### src/rtl/uart_rx_fifo_if.sv
// Receive-side bus between the UART receiver and the peripheral register block.
//   master : the receiver; drives head-of-FIFO data, flags and occupancy,
//            and samples rxready.
//   slave  : the consumer; samples the receiver outputs and drives rxready
//            to pop the head entry.
// Signals:
//   rxdata      head entry data (0 when empty)
//   rxvalid     FIFO not empty
//   rxready     pop request from consumer
//   frame_err   head entry had a bad stop bit
//   parity_err  head entry had a parity mismatch
//   overrun     sticky: a frame was dropped because the FIFO was full
//   fifo_count  entries held
interface uart_rx_fifo_if #(
  parameter int DATA_BITS  = 8,
  parameter int FIFO_DEPTH = 4
);
  logic [DATA_BITS-1:0]          rxdata;
  logic                          rxvalid;
  logic                          rxready;
  logic                          frame_err;
  logic                          parity_err;
  logic                          overrun;
  logic [$clog2(FIFO_DEPTH):0]   fifo_count;

  modport master (
    output rxdata, rxvalid, frame_err, parity_err, overrun, fifo_count,
    input  rxready
  );

  modport slave (
    input  rxdata, rxvalid, frame_err, parity_err, overrun, fifo_count,
    output rxready
  );
endinterface

### src/rtl/uart_rx_fifo.sv
// Parametrised UART receiver with 3-sample majority voting, optional parity,
// 1 or 2 stop bits and a first-word-fall-through receive FIFO with sticky
// overrun detection.
// Ports:
//   i_clk         system clock
//   i_reset       asynchronous reset, active-high
//   i_rxclken     oversample tick, OVS ticks per bit
//   i_rx          asynchronous serial line, idle high
//   i_rxclear     synchronous clear of FSM, FIFO and flags
//   i_parity_en   parity bit expected after data (latched per frame)
//   i_parity_odd  odd parity when 1, even when 0 (latched per frame)
//   rx_bus        FIFO head / handshake interface (master side)
//
// state  | meaning
// IDLE   | waiting for a low sample on a tick
// START  | validating the start bit; high mid-bit vote rejects it as a glitch
// DATA   | sampling DATA_BITS data bits, LSB first
// PARITY | sampling the parity bit
// STOP   | sampling stop bits; push at mid-bit of the last one
// BRK    | all-zero frame received; wait for the line to return high
module uart_rx_fifo #(
  parameter int DATA_BITS  = 8,
  parameter int OVS        = 16,
  parameter int STOP_BITS  = 1,
  parameter int FIFO_DEPTH = 4
) (
  input  logic           i_clk,
  input  logic           i_reset,
  input  logic           i_rxclken,
  input  logic           i_rx,
  input  logic           i_rxclear,
  input  logic           i_parity_en,
  input  logic           i_parity_odd,
  uart_rx_fifo_if.master rx_bus
);

  localparam int TW = $clog2(OVS);
  localparam int IW = $clog2(DATA_BITS);
  localparam int PW = $clog2(FIFO_DEPTH);
  localparam int EW = DATA_BITS + 2;

  localparam logic [TW-1:0] T_S0  = TW'(OVS/2 - 1);
  localparam logic [TW-1:0] T_S1  = TW'(OVS/2);
  localparam logic [TW-1:0] T_MID = TW'(OVS/2 + 1);
  localparam logic [TW-1:0] T_END = TW'(OVS - 1);
  localparam logic [IW-1:0] LAST_IDX  = IW'(DATA_BITS - 1);
  localparam logic          LAST_STOP = 1'(STOP_BITS - 1);
  localparam logic [PW:0]   FULL_CNT  = (PW+1)'(FIFO_DEPTH);

  localparam logic [2:0] IDLE   = 3'd0;
  localparam logic [2:0] START  = 3'd1;
  localparam logic [2:0] DATA   = 3'd2;
  localparam logic [2:0] PARITY = 3'd3;
  localparam logic [2:0] STOP   = 3'd4;
  localparam logic [2:0] BRK    = 3'd5;

  logic                 rx_m, rx_s;
  logic [2:0]           state;
  logic [TW-1:0]        tcnt;
  logic [IW-1:0]        idx;
  logic                 sidx;
  logic                 s0, s1;
  logic [DATA_BITS-1:0] shreg;
  logic                 perr_r, ferr_r, seen_one;
  logic                 par_en_r, par_odd_r;

  logic                 maj, ferr_now, is_break, push;
  logic [EW-1:0]        push_entry;

  logic [EW-1:0]        mem [FIFO_DEPTH];
  logic [PW-1:0]        wr_ptr, rd_ptr;
  logic [PW:0]          count;
  logic                 overrun;
  logic                 pop, full, do_push;
  logic [EW-1:0]        head;

  always_ff @(posedge i_clk or posedge i_reset) begin
    if (i_reset) begin
      rx_m <= 1'b1;
      rx_s <= 1'b1;
    end else if (i_rxclear) begin
      rx_m <= 1'b1;
      rx_s <= 1'b1;
    end else begin
      rx_m <= i_rx;
      rx_s <= rx_m;
    end
  end

  // The third vote is the live sample taken on the mid tick itself.
  always_comb begin
    maj        = (s0 & s1) | (s0 & rx_s) | (s1 & rx_s);
    ferr_now   = ferr_r | ~maj;
    is_break   = ~(seen_one | maj);
    push       = i_rxclken && (state == STOP) && (tcnt == T_MID) && (sidx == LAST_STOP);
    push_entry = {ferr_now, perr_r, shreg};
  end

  always_ff @(posedge i_clk or posedge i_reset) begin
    if (i_reset) begin
      state     <= IDLE;
      tcnt      <= '0;
      idx       <= '0;
      sidx      <= 1'b0;
      s0        <= 1'b1;
      s1        <= 1'b1;
      shreg     <= '0;
      perr_r    <= 1'b0;
      ferr_r    <= 1'b0;
      seen_one  <= 1'b0;
      par_en_r  <= 1'b0;
      par_odd_r <= 1'b0;
    end else if (i_rxclear) begin
      state     <= IDLE;
      tcnt      <= '0;
      idx       <= '0;
      sidx      <= 1'b0;
      s0        <= 1'b1;
      s1        <= 1'b1;
      shreg     <= '0;
      perr_r    <= 1'b0;
      ferr_r    <= 1'b0;
      seen_one  <= 1'b0;
      par_en_r  <= 1'b0;
      par_odd_r <= 1'b0;
    end else if (i_rxclken) begin
      if (state != IDLE && state != BRK) begin
        tcnt <= (tcnt == T_END) ? '0 : tcnt + 1'b1;
        if (tcnt == T_S0) s0 <= rx_s;
        if (tcnt == T_S1) s1 <= rx_s;
      end
      case (state)
        IDLE: begin
          if (!rx_s) begin
            // The detecting tick is tick 0 of the start bit.
            state     <= START;
            tcnt      <= TW'(1);
            idx       <= '0;
            sidx      <= 1'b0;
            perr_r    <= 1'b0;
            ferr_r    <= 1'b0;
            seen_one  <= 1'b0;
            par_en_r  <= i_parity_en;
            par_odd_r <= i_parity_odd;
          end
        end
        START: begin
          if (tcnt == T_MID && maj) state <= IDLE;
          else if (tcnt == T_END)   state <= DATA;
        end
        DATA: begin
          if (tcnt == T_MID) begin
            shreg[idx] <= maj;
            seen_one   <= seen_one | maj;
          end
          if (tcnt == T_END) begin
            if (idx == LAST_IDX) begin
              idx   <= '0;
              state <= par_en_r ? PARITY : STOP;
            end else begin
              idx <= idx + 1'b1;
            end
          end
        end
        PARITY: begin
          if (tcnt == T_MID) begin
            perr_r   <= ((^shreg) ^ maj) != par_odd_r;
            seen_one <= seen_one | maj;
          end
          if (tcnt == T_END) state <= STOP;
        end
        STOP: begin
          if (tcnt == T_MID) begin
            ferr_r   <= ferr_now;
            seen_one <= seen_one | maj;
            // Leave at mid-bit of the last stop bit to tolerate baud skew.
            if (sidx == LAST_STOP) state <= is_break ? BRK : IDLE;
          end
          if (tcnt == T_END) sidx <= ~sidx;
        end
        BRK: begin
          if (rx_s) state <= IDLE;
        end
        default: state <= IDLE;
      endcase
    end
  end

  always_comb begin
    pop     = rx_bus.rxready && (count != '0);
    full    = (count == FULL_CNT);
    do_push = push && (!full || pop);
  end

  always_ff @(posedge i_clk or posedge i_reset) begin
    if (i_reset) begin
      wr_ptr  <= '0;
      rd_ptr  <= '0;
      count   <= '0;
      overrun <= 1'b0;
    end else if (i_rxclear) begin
      wr_ptr  <= '0;
      rd_ptr  <= '0;
      count   <= '0;
      overrun <= 1'b0;
    end else begin
      if (do_push) wr_ptr <= wr_ptr + 1'b1;
      if (pop)     rd_ptr <= rd_ptr + 1'b1;
      if (push && full && !pop) overrun <= 1'b1;
      case ({do_push, pop})
        2'b10:   count <= count + 1'b1;
        2'b01:   count <= count - 1'b1;
        default: count <= count;
      endcase
    end
  end

  always_ff @(posedge i_clk) begin
    if (do_push && !i_rxclear) mem[wr_ptr] <= push_entry;
  end

  always_comb begin
    head                = mem[rd_ptr];
    rx_bus.rxvalid      = (count != '0);
    rx_bus.rxdata       = rx_bus.rxvalid ? head[DATA_BITS-1:0] : '0;
    rx_bus.parity_err   = rx_bus.rxvalid ? head[DATA_BITS]     : 1'b0;
    rx_bus.frame_err    = rx_bus.rxvalid ? head[DATA_BITS+1]   : 1'b0;
    rx_bus.overrun      = overrun;
    rx_bus.fifo_count   = count;
  end

endmodule

### src/flat_wrapper.sv
// flat-port wrapper written by rule: the top's interface ports become plain ports
module uart_rx_fifo_flat 
#(
  parameter int DATA_BITS  = 8,
  parameter int OVS        = 16,
  parameter int STOP_BITS  = 1,
  parameter int FIFO_DEPTH = 4
)
  (i_clk, i_reset, i_rxclken, i_rx, i_rxclear, i_parity_en, i_parity_odd, rx_bus_rxdata, rx_bus_rxvalid, rx_bus_frame_err, rx_bus_parity_err, rx_bus_overrun, rx_bus_fifo_count, rx_bus_rxready);
  uart_rx_fifo_if #(.DATA_BITS(DATA_BITS), .FIFO_DEPTH(FIFO_DEPTH)) rx_bus_i ();
  input  logic i_clk;
  input  logic i_reset;
  input  logic i_rxclken;
  input  logic i_rx;
  input  logic i_rxclear;
  input  logic i_parity_en;
  input  logic i_parity_odd;
  output wire logic [$bits(rx_bus_i.rxdata)-1:0] rx_bus_rxdata;
  output wire logic [$bits(rx_bus_i.rxvalid)-1:0] rx_bus_rxvalid;
  output wire logic [$bits(rx_bus_i.frame_err)-1:0] rx_bus_frame_err;
  output wire logic [$bits(rx_bus_i.parity_err)-1:0] rx_bus_parity_err;
  output wire logic [$bits(rx_bus_i.overrun)-1:0] rx_bus_overrun;
  output wire logic [$bits(rx_bus_i.fifo_count)-1:0] rx_bus_fifo_count;
  input wire logic [$bits(rx_bus_i.rxready)-1:0] rx_bus_rxready;
  assign rx_bus_rxdata = rx_bus_i.rxdata;
  assign rx_bus_rxvalid = rx_bus_i.rxvalid;
  assign rx_bus_frame_err = rx_bus_i.frame_err;
  assign rx_bus_parity_err = rx_bus_i.parity_err;
  assign rx_bus_overrun = rx_bus_i.overrun;
  assign rx_bus_fifo_count = rx_bus_i.fifo_count;
  assign rx_bus_i.rxready = rx_bus_rxready;
  uart_rx_fifo #(.DATA_BITS(DATA_BITS), .OVS(OVS), .STOP_BITS(STOP_BITS), .FIFO_DEPTH(FIFO_DEPTH)) u_core (.i_clk(i_clk), .i_reset(i_reset), .i_rxclken(i_rxclken), .i_rx(i_rx), .i_rxclear(i_rxclear), .i_parity_en(i_parity_en), .i_parity_odd(i_parity_odd), .rx_bus(rx_bus_i));
endmodule
### config.mk
export PLATFORM = sky130hd
export DESIGN_NAME = uart_rx_fifo_flat
export DESIGN_NICKNAME = d
export VERILOG_FILES = /design/src/rtl/uart_rx_fifo_if.sv /design/src/rtl/uart_rx_fifo.sv /design/src/flat_wrapper.sv
export SDC_FILE = /design/constraint.sdc
export NUM_CORES = 1
export LEC_CHECK = 0
export ABC_AREA = 0
export CORE_AREA = 2 2 95 97
export DETAILED_ROUTE_END_ITERATION = 8
export DIE_AREA = 0 0 97 99
export DONT_BUFFER_PORTS = 1
export GPL_ROUTABILITY_DRIVEN = 0
export GPL_TIMING_DRIVEN = 0
export SYNTH_ARGS = -nofsm -noshare
export SYNTH_HDL_FRONTEND = slang
export SYNTH_SLANG_ARGS = --single-unit
### constraint.sdc
create_clock -name i_clk -period 2.77 [get_ports i_clk]
set_input_delay 0.554 -clock i_clk [delete_from_list [all_inputs] [get_ports i_clk]]
set_output_delay 0.554 -clock i_clk [all_outputs]
set_load 0.05 [all_outputs]
Word-level counts from Yosys, hierarchy flattened
Memories as Yosys holds them, arrays and structs flattened.
Index checks and enable logic that the tools add are counted.

storage, ports and cells
  latch bits = 0
  bits in registers = 36
  output and inout bits = 15
  memories kept = 1
  bits in writable memories = 40
  input port bits = 8
  word-level logic and storage cells = 190
  memory bits (read-only) = 0

cells by class
  div/mod/pow operators = 0
  $mul = 0
  multiplexer cells = 81
  order comparisons = 2
  shift-type cells = 0
  equal/unequal tests = 27
  bitwise gates (word level) = 10
  $add $sub $neg = 6
  reduce and logical (&&, ||, !) cells = 45

memory list
  memory      words  width  rd ports  clocked after Yosys merged registers in  write ports  RTL line            text
  u_core.mem  4      10     1         0                                        1            uart_rx_fifo.sv:70  logic [EW-1:0] mem [FIFO_DEPTH];

operator list
  operator               number
  $mux W3                19
  $mux W8                5
  $mux W1                38
  $mux W4                6
  $reduce_bool A3 Y1     7
  $reduce_and A4 Y1      5
  $reduce_bool A2 Y1     10
  $pmux W3 S6            1
  $ne A3 B2 Y1 const B   5
  $ne A3 B3 Y1 const B   5
  $eq A3 B3 Y1 const B   4
  $eq A4 B4 Y1 const B   3
  $pmux W3 S2            2
  $reduce_and A3 Y1      4
  $logic_and A1 B1 Y1    11
  $reduce_and A9 Y1      1
  $bwmux W8              1
  $mux W2                4
  $pmux W1 S2            4
  $reduce_xor A8 Y1      1
  $add A3 B1 Y3 const B  2
  $eq A3 B2 Y1 const B   2
  $add A2 B1 Y2 const B  2
  $add A4 B1 Y4 const B  1
  20 further kinds       28

Depth between registers and ports, before layout
Gate-level depths: netlist of run 1.

  depth after elaboration = 10
  gate-level depth with buffers = 10
  mapped depth without buffers = 9

Worst setup path before layout of run 1
Ideal clock, no wire load.

  path kind = flip-flop to output port
  start = register u_core.count[2], in the netlist u_core.rx_bus.fifo_count[2]
  end = output port rx_bus_frame_err
  arrival = 1.962 ns
  cell stages (with the launch flop) = 4
  required time = 2.216 ns
  setup slack = 0.254 ns
  path buffers = 1
  cell sequence = dfrtp_1 -> or3_1 -> clkbuf_1 -> and2_1

on the way
  word-level cells in the longest chain between the ends = 2

RTL lines
  item                      RTL line             text
  from (decl)               uart_rx_fifo.sv:72   logic [PW:0] count;
  from (signal assigned)    uart_rx_fifo.sv:211  2'b10: count <= count + 1'b1;
  from (signal assigned)    uart_rx_fifo.sv:212  2'b01: count <= count - 1'b1;
  from (signal assigned)    uart_rx_fifo.sv:213  default: count <= count;
  $reduce_bool A3 Y1        uart_rx_fifo.sv:224  rx_bus.rxvalid = (count != '0);
  named net rx_bus_rxvalid  flat_wrapper.sv:19   output wire logic [$bits(rx_bus_i.rxvalid)-1:0] rx_bus_rxvalid;
  $mux W1                   uart_rx_fifo.sv:227  rx_bus.frame_err = rx_bus.rxvalid ? head[DATA_BITS+1] : 1'b0;
  to (decl)                 flat_wrapper.sv:20   output wire logic [$bits(rx_bus_i.frame_err)-1:0] rx_bus_frame_err;

The timed path passes the listed nets, and every way through them passes these cells.

Final worst setup path of run 1
  start = register u_core.count[0], in the netlist u_core.rx_bus.fifo_count[0]
  end = output port rx_bus_rxdata[3]

on the way
  word-level cells in the longest chain between the ends = 2

RTL lines
  item                      RTL line             text
  $reduce_bool A3 Y1        uart_rx_fifo.sv:224
  named net rx_bus_rxvalid  flat_wrapper.sv:19
  $mux W8                   uart_rx_fifo.sv:225  rx_bus.rxdata = rx_bus.rxvalid ? head[DATA_BITS-1:0] : '0;
  to (decl)                 flat_wrapper.sv:18   output wire logic [$bits(rx_bus_i.rxdata)-1:0] rx_bus_rxdata;

The timed path passes the listed nets, and every way through them passes these cells.

==> out/metrics.cfg, run 1 <==
[synthesis]
synthTopCellsByArea=edfxtp_1, dfrtp_1, mux4_2
synth_nets=330
syn_inst=312
synth.distinct_cells=50
synth_edf_count=40
yosys.area.top_type=edfxtp_1
avgSynthCellArea_um2=12.1
yosysWarnings=0
async_flop_share_pct=47.4
syn_area_mm2=0.00378
seq_area_frac_synth_pct=55.7
ys_ff_latch=76
synth_top_area_share_pct=31.7
synth_top_flop_cell=edfxtp_1

[placement]
placed_area_mm2=0.00392
place_hpwl_um=5030
dp.cells=420
io_buffers=0

[timing]
min_period_ps=2660
clock.fmax_mhz=377
hold_slack_ps=225
rsz0062_at_grt=false
fin_skew_ps=9.79
slew_viol_final=0
slew_headroom_pct=48.9
finalHoldViolCount=0
tns_ps=0
worst_pin_slew_ps=765
post-route-period-util_pct=95.9
setup_viol=0

[routing]
drtIter0Drc=154
wirelength_um=7150
route.detailed.drc=0
ant_nets=0
routedWlPerCell_um=16.4
via_count=2349
viasPerCell=5.39
firstDrtPassIters=4

[power]
pwr-share-comb_pct=35.0
swShare_pct=38.4
leakagePower_nw=1.59
sequentialPowerShare_pct=35.8
pwr_density_cell_mw_per_mm2=900
power.net_switching_mw=1.45
vdd_drop_max_uv=325
clkPwrFrac_pct=29.1
power_mw=3.78
p_int_mw=2.33

[worst_setup_path]
timing.rr.end=u_core.rx_bus.fifo_count[2]
worst_setup_path_start_kind=register
r2r-start=u_core.tcnt[1]
critPathMaxStageDelay_ps=590
critPathBufInv=1
crit_chain=or3_1 -> clkbuf_2 -> and2_2
crit_type=reg -> out
crit_path_end_kind=output pin
crit_family=simple AND/OR/NAND/NOR gates
ff2ff_path_depth=10
rrSetupSlack_ps=280
slowest_stage=dfrtp_1
required_ps=2220
path_max_fanout=10
critPathArrivalTime_ps=2100

[clocking]
root_buffer=clkbuf_8
htreeDepth=3
cts_buffer_depth=2
clock-sinks=76
clk_pin_slew_ps=80
cts_made_buffers=9
clock_latency_ps=340
post_cts_buffers=0
cts_tree=built

[layout]
fin_area_mm2=0.00420
drive_above_1_share_pct=18.3
diodes=0
finalNetCount=341
fin_cells=436
syn2layout_area_growth_pct=11.0

[flow_run]
drv_cap=0

[global_routing]
overflow=0
grt_pass1_wl_um=12000
grt_max_degree=37
first_global_vias=2411
grtUsageTotal_pct=15.9
grt_antenna_before_repair=0

[floorplan]
die_w_um=97
die_h_um=99
ios=23
initial_core_util_pct=44.3
rows=34
core_mm2=0.00855
die_area_mm2=0.00960

[hold_path]
hold_path.class=in -> async

[run_status]
outcome=finished, final reports clean

## worst register-to-register path, cell delays in order, from the launching register on
cell and delay (ps):
dfrtp_1 400, inv_1 80, ha_1 190, nand4b_1 220, or3_1 170, buf_6 120, nand2_1 60, fa_1 430
or3_4 390, a32oi_1 190, a21oi_1 90
## cell families (layout without fill, tap and decap cells)
kind of cell	Yosys count	count (layout)	synth area share, %
mux	28	28	10.8
fa+ha+maj	11	11	3.77
xor+xnor	15	15	3.47
flops	76	76	55.7
buf+inv	32	48	3.57
compound gates	38	38	6.28
simple gates	112	112	16.4
## synth_stat cells, types with 4 or more instances
cell	number
nand2b_1	5
nor2_1	33
buf_2	6
ha_1	9
a21oi_1	12
nand3b_1	6
inv_1	15
xnor2_1	11
clkbuf_1	9
edfxtp_1	40
mux4_2	10
nand3_1	4
mux2i_1	15
dfrtp_1	32
nor3_1	10
dfstp_2	4
nand2_1	13
and2_1	17
o21ai_0	9
xor2_1	4
## layout make-up
class / instances / area [um2]
multi-input cells: 204 / 1550
fillers: 772 / 4350
well taps: 108 / 135
clock inverters: 6 / 138
plain buffers: 17 / 80.1
flip-flops and latches: 76 / 2110
clock buffers: 10 / 128
inverters: 15 / 56.3
## flip-flops by register name, summed over array words and instances, names as in the netlist, 2 cells and up
| name | flops |
|---|---|
| u_core.rd_ptr | 2 |
| u_core.mem | 40 |
| u_core.wr_ptr | 2 |
| u_core.state | 3 |
| u_core.tcnt | 4 |
| u_core.idx | 3 |
| u_core.shreg | 8 |
| u_core.rx_bus.fifo_count | 3 |
## worst max path at each step
stage	from	to	slack, ps	depth (start not counted)
final	u_core.rx_bus.fifo_count[0]	rx_bus_rxdata[3]	110	3
after floorplan	u_core.rx_bus.fifo_count[2]	rx_bus_frame_err	250	3
after global routing	u_core.rx_bus.fifo_count[0]	rx_bus_rxdata[3]	30	3
after global placement	u_core.rx_bus.fifo_count[2]	rx_bus_rxdata[2]	20	3
after CTS	u_core.rx_bus.fifo_count[1]	rx_bus_rxdata[3]	40	3
after detailed placement	u_core.rx_bus.fifo_count[2]	rx_bus_rxdata[3]	-10	3
## power groups by stage
stage                     Sequential (mW)  Clock, mW  Combinational [mW]
after global routing                 1.37       1.15                1.44
final                                1.35       1.10                1.32
after CTS                            1.35       1.12                1.34
after detailed placement             1.38          0                1.31
after global placement               1.38          0                1.28
after floorplan                      1.36          0                1.14
## through the flow
stage / worst slack, ps / util, %
CTS: 35.5 / 49.1
floorplan: 254 / -
finish: 114 / 49.1
global route: 32.8 / 49.1
detailed placement: -12.5 / 45.8
global placement: 23.8 / 45.8
## timing repair
item / CTS / global route
hold buffers: 0 / 0
cloned: 0 / 0
endpoints found under the setup margin: 9 / 6
gates resized for setup: 11 / 1
## placed cells by master (no fill, tap or decap), drive strengths merged, types with 10 or more instances in the layout
cell	n
edfxtp	40
nor3	10
a21oi	12
nand2	13
nor2	33
dfrtp	32
clkbuf	19
xnor2	11
inv	15
mux2i	15
and2	17
mux4	10
## metal layers
metal,up-vias,global-route usage (%),share of wire (%)
met5,-,0,0
met4,0,6.50,1.4
met3,8,3.19,3.0
met2,38,27.1,50
met1,1167,20.1,46
li1,1136,-,-
Note: power is estimated with default switching activity, not from simulation.
==> inputs of run 2 (changes only) <==
--- a/config.mk
+++ b/config.mk
@@ -12,6 +12,7 @@
 export DONT_BUFFER_PORTS = 1
 export GPL_ROUTABILITY_DRIVEN = 0
 export GPL_TIMING_DRIVEN = 0
+export REMOVE_ABC_BUFFERS = 1
 export SYNTH_ARGS = -nofsm -noshare
 export SYNTH_HDL_FRONTEND = slang
 export SYNTH_SLANG_ARGS = --single-unit
==> run 2 against run 1 <==
Compared with the run above: power down 10%; utilization down 1.9 points; via count down 4.8%; worst hold slack better by 4.2 ps; non-clock buffer count down 17; setup slack better by 130 ps; die area unchanged; combinational power down 14%; flip-flop and latch count unchanged; count of clock-buffer cells in the layout down 1; global-route usage down 0.76 points; clock power down 28%; critical endpoint is now u_core.mem[2][1]; largest power group unchanged.
==> out/metrics.cfg, run 2 (synthesized netlist as in run 1, its figures left out) <==
[clocking]
htreeDepth=3
cts_buffer_depth=2
clk_pin_slew_ps=90
root_buffer=clkbuf_8
clock-sinks=76
cts_tree=built
cts_made_buffers=9
clock_latency_ps=340
hold_buffers=0

[routing]
routedWlPerCell_um=15.8
drtIter0Drc=63
route.detailed.drc=0
viasPerCell=5.34
wirelength_um=6610
via_count=2237
firstDrtPassIters=4
ant_nets=0

[layout]
finalNetCount=324
mostFrequentLayoutCell=edfxtp_1
reg.largest.list=u_core.mem (40), u_core.shreg (8), u_core.tcnt (4)
fin_cells=419
syn2layout_area_growth_pct=6.58
diodes=0
largest_register=u_core.mem
drive_above_1_share_pct=15.1
final_cell_mix=edfxtp_1, nor2_1, dfrtp_1
seq_area_mm2=0.00211
multi_input_area_mm2=0.00155
fill_cells=785
largest_reg_flops=40

[timing]
post-route-period-util_pct=91.3
rsz0062_at_grt=false
worst_pin_slew_ps=782
hold_slack_ps=230
slew_viol_final=0
fin_skew_ps=9.62
min_period_ps=2530
setup_viol=0
clock.fmax_mhz=396
tns_ps=0
slew_headroom_pct=47.8
finalHoldViolCount=0

[global_routing]
first_global_vias=2336
grtUsageTotal_pct=15.2
grt_pass1_wl_um=11500
grt_antenna_before_repair=0
overflow=0
grt_max_degree=41

[run_status]
outcome=finished, final reports clean

[worst_setup_path]
crit_chain=or3_4 -> nor4_1 -> and2_1
slowest_stage=dfrtp_1
crit_family=simple AND/OR/NAND/NOR gates
critPathArrivalTime_ps=2510
crit_type=reg -> reg
critical_path_cell_count=3
worst_setup_path_start_kind=register
critPathMaxStageDelay_ps=590
crit_path_end_kind=register
critPathBufInv=0
path_max_fanout=20
ff2ff_path_depth=3
required_ps=2750

[floorplan]
core_mm2=0.00855
ios=23
rows=34
die_area_mm2=0.00960
die_h_um=99
die_w_um=97
initial_core_util_pct=44.3

[hold_path]
hold_path.class=in -> async

[flow_run]
drv_cap=0

[power]
vdd_drop_max_uv=325
leakagePower_nw=1.49
power_mw=3.39
pwr_density_cell_mw_per_mm2=840

[placement]
dp.cells=403
place_hpwl_um=4420
io_buffers=0

[run 2: worst register-to-register path, delay by kind of cell, from the launching register on]
kind / cells / cell delay (ps)
flops: 1 / 590
simple gates: 3 / 1570
[run 2: final timing paths]
path | startpoint | end | slack, ps
worst max-delay path | u_core.state[0] | u_core.mem[2][1] | 240
worst min-delay path | i_reset | u_core.par_en_r | 230
worst max register to register | u_core.state[0] | u_core.mem[2][1] | 240
worst min register to register | u_core.seen_one | u_core.seen_one | 520
max in group asynchronous | i_reset | u_core.rx_bus.fifo_count[0] | 2000
min in group i_clk | i_rxclear | u_core.par_en_r | 270
[run 2: power breakdown]
group	total (mW)	internal [mW]	switching [mW]
logic	1.14	0.347	0.792
clock network	0.788	0.341	0.447
registers	1.46	1.24	0.219
total	3.39	1.93	1.46
[run 2: routing by layer]
metal | track usage, % | vias up | wire, um
li1 | - | 1105 | -
met1 | 19.3 | 1096 | 3090
met2 | 25.1 | 32 | 3270
met3 | 3.40 | 4 | 194
met4 | 6.72 | 0 | 55
met5 | 0 | - | 0
[run 2: through the flow]
| step | setup slack, ps | area [um2] | utilization, % |
|---|---|---|---|
| floorplan | 0.294 | 3710 | - |
| global placement | -241 | 3840 | 44.9 |
| detailed placement | -308 | 3840 | 44.9 |
| CTS | 44.6 | 4030 | 47.1 |
| global route | 11.5 | 4030 | 47.2 |
| finish | 242 | 4030 | 47.2 |
[run 2: area by class of cell]
| class | instances | area share (%) |
|---|---|---|
| Clock buffer | 9 | 3.07 |
| Multi-Input combinational cell | 204 | 38.4 |
| Inverter | 15 | 1.40 |
| Tap cell | 108 | 3.35 |
| Clock inverter | 7 | 1.46 |
| Sequential cell | 76 | 52.4 |
[run 2: repair_timing]
action                                  CTS  global route
endpoints found under the setup margin   11            11
gates resized for setup                   2             4
buffers inserted                          0             0
